### src/rtl/memory_responder.sv
// Single-port request/ready memory responder with fixed wait states.
// Optional build macro MEMORY_RESPONDER_STATS_EN adds completed read/write counters.
module memory_responder #(
   parameter int ADDR_W  = 8,
   parameter int DATA_W  = 8,
   parameter int DEPTH   = 256,
   parameter int LATENCY = 2
) (
   input  logic              CLK,
   input  logic              nRST,
   input  logic              ren,
   input  logic              wen,
   input  logic [ADDR_W-1:0] addr,
   input  logic [DATA_W-1:0] wdata,
   output logic [DATA_W-1:0] rdata,
   output logic              ready,
   output logic              busy
`ifdef MEMORY_RESPONDER_STATS_EN
   ,
   output logic [15:0]       rd_count,
   output logic [15:0]       wr_count
`endif
);

   localparam int IW = (DEPTH > 1) ? $clog2(DEPTH) : 1;

   typedef enum logic [1:0] {IDLE, WAIT, RESP} state_t;

   typedef struct packed {
      logic              wr;
      logic [ADDR_W-1:0] addr;
      logic [DATA_W-1:0] wdata;
   } req_t;

   logic [DATA_W-1:0] mem [DEPTH];
   state_t            state;
   req_t              req;
   logic [3:0]        cnt;

   function automatic logic in_range(input logic [ADDR_W-1:0] a);
      return {1'b0, a} < (ADDR_W+1)'(DEPTH);
   endfunction

   // Out-of-range reads return zero rather than aliasing into the array.
   function automatic logic [DATA_W-1:0] rd_word(input logic [ADDR_W-1:0] a);
      return in_range(a) ? mem[a[IW-1:0]] : '0;
   endfunction

   always_ff @(posedge CLK) begin
      if (!nRST) begin
         state <= IDLE;
         ready <= 1'b0;
         busy  <= 1'b0;
         rdata <= '0;
         cnt   <= '0;
         req   <= '0;
         for (int i = 0; i < DEPTH; i++) mem[i] <= '0;
`ifdef MEMORY_RESPONDER_STATS_EN
         rd_count <= '0;
         wr_count <= '0;
`endif
      end else begin
         ready <= 1'b0;
         case (state)
            IDLE: begin
               if (ren | wen) begin
                  req  <= '{wr: wen, addr: addr, wdata: wdata};
                  cnt  <= 4'(LATENCY);
                  busy <= 1'b1;
                  if (LATENCY == 0) begin
                     state <= RESP;
                     ready <= 1'b1;
                     if (!wen) rdata <= rd_word(addr);
                  end else begin
                     state <= WAIT;
                  end
               end
            end
            WAIT: begin
               cnt <= cnt - 4'd1;
               if (cnt == 4'd1) begin
                  state <= RESP;
                  ready <= 1'b1;
                  if (!req.wr) rdata <= rd_word(req.addr);
               end
            end
            RESP: begin
               state <= IDLE;
               busy  <= 1'b0;
               if (req.wr && in_range(req.addr)) mem[req.addr[IW-1:0]] <= req.wdata;
`ifdef MEMORY_RESPONDER_STATS_EN
               if (req.wr) begin
                  if (wr_count != 16'hFFFF) wr_count <= wr_count + 16'd1;
               end else begin
                  if (rd_count != 16'hFFFF) rd_count <= rd_count + 16'd1;
               end
`endif
            end
            default: begin
               state <= IDLE;
               busy  <= 1'b0;
            end
         endcase
      end
   end

endmodule

### config.mk
export PLATFORM = sky130hd
export DESIGN_NAME = memory_responder
export DESIGN_NICKNAME = d
export VERILOG_FILES = /design/src/rtl/memory_responder.sv
export SDC_FILE = /design/constraint.sdc
export NUM_CORES = 2
export LEC_CHECK = 0
export CAP_MARGIN = 10
export CELL_PAD_IN_SITES_DETAIL_PLACEMENT = 1
export CELL_PAD_IN_SITES_GLOBAL_PLACEMENT = 1
export CORE_MARGIN = 5
export CORE_UTILIZATION = 45
export DETAILED_ROUTE_END_ITERATION = 16
export GPL_TIMING_DRIVEN = 1
export PLACE_DENSITY = 0.64
export SLEW_MARGIN = 0
export SYNTH_ARGS = -nofsm -noshare
export SYNTH_HDL_FRONTEND = slang
export SYNTH_SLANG_ARGS = --single-unit
### constraint.sdc
create_clock -name CLK -period 4.8 [get_ports CLK]
set_input_delay 0.48 -clock CLK [delete_from_list [all_inputs] [get_ports CLK]]
set_output_delay 0.48 -clock CLK [all_outputs]
set_load 0.05 [all_outputs]
# Word-level counts from Yosys, hierarchy flattened
# Memory sizes are Yosys's and may differ from the RTL's. A register that Yosys moved wholly into a read port is not among the register bits.
# Index checks and enable logic that the tools add are counted.
# word_totals
out_inout_bits,10
input_bits,20
elab_cells,43
reg_bits,25
mem_bits_rw,2048
mem_count,1
# memory_table
memory,words,width,rd,rd_ports_with_merged_regs,wr,line,rtl
mem,256,8,1,1,256,35,logic [DATA_W-1:0] mem [DEPTH];
# op_classes
add_sub_neg,1
n_bitwise,3
n_eq_ne,5
n_reduce_logical,10
muxes,16
# op_table
op,count
$mux W8,2
$reduce_and A2 Y1,5
$mux W1,8
$pmux W4 S2,1
$reduce_or A8 Y1,1
$eq A4 B1 Y1 const B,1
$mux W2,2
$mux W4,1
$ne A2 B2 Y1 const B,2
$pmux W2 S2,1
$sub A4 B1 Y4 const B,1
$reduce_and A3 Y1,1
$eq A2 B1 Y1 const B,1
$eq A2 B2 Y1 const B,1
$logic_not A2 Y1,1
$not A1 Y1,2
$pmux W1 S2,1
$reduce_bool A2 Y1,1
$logic_not A1 Y1,1
$or A1 B1 Y1,1

# Logic depth before layout (Yosys ltp)
# depth
word_depth,6
ltp_mapped,12
ltp_nobuf,8

# Least setup slack after synthesis
# No wires, ideal clock.
# synth_path
kind,register to register
startpoint,register req[15] (netlist bit)
endpoint,memory mem[49][0] (enable)
t_arrival_ps,2032
synth_period_minus_slack_ps,2416
slack_ps,2384
path_stages_with_launch,9
cell_sequence,dfxtp_1 -> buf_2 -> nand2b_1 -> clkbuf_1 -> or2_2 -> buf_6 -> nor2_8 -> nand2_4 -> o21ai_0
# synth_rtl
item,line,rtl
"start, declared",37,req_t req;
"start signal, assigned",67,"req <= '{wr: wen, addr: addr, wdata: wdata};"
"end, declared",35,

==> impl_metrics.yaml <==
status:
  outcome: "finished, final reports clean"
global_routing:
  grt_pass1_wl_um: 435000
  grt_pass1_vias: 61300
  antenna_found_initial: 12
  overflow: 0
  grt_usage_pct: 26.1
  grt_max_degree: 161
floorplanning:
  row_count: 170
  die_width_um: 475
  start_util_pct: 45.3
  pin_count: 30
  core-area_mm2: 0.215
  die_h_um: 475
  dieArea_mm2: 0.226
yosys:
  ys_seq_elements: 2081
  synthCells: 6861
  yosysMostFrequentCell: "edfxtp_1"
  synthesis.area_mm2: 0.0975
  synth_top_area_share_pct: 63.1
  yosys-top-cells-count: "edfxtp_1, and3_1, clkbuf_1"
  synthFlopType: "edfxtp_1"
  ys_warn_count: 0
  ys_seq_area_share_pct: 63.8
  netlist_top_cells_area: "edfxtp_1, and3_1, mux4_2"
  syn_nets: 6883
  avgSynthCellArea_um2: 14.2
  yosysTopAreaCell: "edfxtp_1"
  ys_types: 70
  synth_edf_count: 2048
  async_flop_share_pct: 0
power_and_ir_drop:
  ir_drop_uv: 426
  powerDensity_mw_per_mm2: 385
  total_leakage_power_uw: 0.0441
timing:
  finalCritPeriodShare_pct: 80.8
  hold_viol: 0
  fin_setup_tns_ns: 0
  min_period_ns: 3.88
  setup_viol: 0
  fmaxAchievable_ghz: 0.258
  relSlewSlack_pct: 15.1
  tightest_slew_ns: 1.27
  fin_skew_ns: 0.0331
  slew_violations: 0
  rsz0062_at_grt: "no"
worst_setup_path:
  cp_max_fo: 24
  critical_path_buf_inv_count: 3
  cp_top_family: "simple AND/OR/NAND/NOR gates"
  cp_slowest_stage_delay_ns: 0.78
  critical_path.slowest_cell: "dfxtp_4"
  worst_path_most_repeated_cell: "buf_12"
  path_class: "reg -> reg"
  startpoint_type: "register"
  cp.required_ns: 5.55
  arrival_ns: 4.63
  end_kind: "register"
  cp_cell_sequence: "buf_12, buf_12, mux4_2, mux2i_1, o22a_1, nand4_1, nor4_1, buf_4, o2bb2ai_1"
place:
  hpwlAfterDp_um: 170000
  port_buffers: 29
  gp_congestion: 0.811
cts:
  clkLatencyLatePin_ns: 0.88
  cts_setup_buffers: 0
  cts_resized: 0
  clock_sinks: 2081
  clk_path_buf_depth: 3
  clk_pin_slew_ns: 0.06
  htree_levels: 4
  root_buffer: "clkbuf_16"
  cts_tree: "built"
  holdBufCountCts: 1
  tritoncts.num_buffers: 224
hold_path:
  hp-class: "in -> reg"
finish:
  final_util_pct: 49.7
  fillers: 20400
  area_growth_pct: 9.69
  drive_above_1_share_pct: 16.1
  final_nets: 6417
detailed_routing:
  ant_nets: 0
  wl_per_cell_um: 31.5
  via_per_inst: 6.32
  firstDrtPassIters: 7
  vias: 59600
  wl_um: 297000
  drc: 0
  drtIter0Drc: 6991
run:
  drv_cap: 0
-- worst paths after layout --
| path | from | to | slack [ns] | cells after the start |
|---|---|---|---|---|
| setup / recovery | req[9] | rdata[2] | 0.92 | 9 |
| hold / removal | wdata[3] | req[3] | 0.17 | 3 |
| setup reg to reg | req[9] | rdata[2] | 0.92 | 9 |
| hold reg to reg | busy | busy | 0.50 | 2 |
-- layout by cell type (no fill, tap or decap), types with 18 or more instances in the layout --
cell type and n:
a21boi_0 18, a22oi_1 45, a31oi_1 23, a32oi_1 40
and2_1 115, and3_1 1954, buf_12 79, buf_4 107
clkbuf_1 53, clkbuf_16 230, clkdlybuf4s50_1 28, clkinv_1 62
clkinv_2 39, dfxtp_1 19, edfxtp_1 2048, mux2i_1 132
mux4_2 495, nand2_1 671, nand2b_1 20, nor2_1 87
nor2_4 19, nor3_1 19, o21ai_0 38, o22ai_1 22
-- layout make-up --
cell class                      instances  area [µm²]  area share [%]
Clock inverter                        128         906           0.847
Multi-Input combinational cell       3866       31400            29.4
Inverter                                5        26.3          0.0246
Sequential cell                      2081       62200            58.2
Clock buffer                          293        6090            5.70
Timing Repair Buffer                  217        2720            2.54
Antenna cell                            5        12.5          0.0117
Tap cell                             2838        3550            3.32
-- report_power, final --
| group | total [µW] | internal (µW) | leakage, µW | switching (µW) |
|---|---|---|---|---|
| Combinational | 3570 | 1140 | 0.0192 | 2430 |
| Clock | 16700 | 9380 | 0.00343 | 7360 |
| Sequential | 20800 | 20500 | 0.0214 | 318 |
-- per-layer routing --
layer	up-vias	global-route usage [%]	routed length, µm
met4	0	7.57	9070
met2	1977	42.1	142000
li1	25400	-	-
met3	422	3.50	18100
met5	-	0	0
met1	31800	37.2	128000
-- per-stage QoR --
stage / setup WS [ns] / power, µW / hold slack [ns] / area [µm²] / std cells
after floorplan: 2.38 / 23300 / 0.499 / 97500 / 6861
after detailed placement: 0.997 / 24800 / 0.485 / 99900 / 9005
final: 0.923 / 41100 / 0.173 / 107000 / 9433
after global placement: 0.966 / 24700 / 0.474 / 99900 / 9005
after CTS: 0.967 / 41400 / 0.105 / 107000 / 9427
after global routing: 0.815 / 42400 / 0.139 / 107000 / 9429
-- logic make-up (layout without fill, tap and decap cells) --
| kind of cell | Yosys count | after routing | synth area share [%] |
|---|---|---|---|
| AO/OA/AOI/OAI | 252 | 252 | 1.88 |
| XOR/XNOR | 1 | 1 | 0.00899 |
| adder cells (fa/ha/maj) | 2 | 2 | 0.0257 |
| buffers and inverters | 914 | 643 | 4.19 |
| flip-flops | 2081 | 2081 | 63.8 |
| multiplexers | 631 | 631 | 12.9 |
| other | 0 | 5 | 0 |
| AND/OR/NAND/NOR | 2980 | 2980 | 17.3 |
-- worst reg2reg max path: cells and delay by family, from the launching register on --
kind | cells | cell delay [ns]
muxes | 2 | 0.76
and+or+nand+nor | 2 | 1.12
buffers and inverters | 3 | 0.80
DFF | 1 | 0.78
AOI/OAI and AO/OA | 2 | 0.30
-- sequential cells by signal, indices dropped and copies added, names as in the netlist --
| register | count |
|---|---|
| rdata | 8 |
| state | 2 |
| ready | 1 |
| req | 17 |
| mem | 2048 |
| cnt | 4 |
| busy | 1 |
Note: power is estimated with default switching activity, not from simulation.
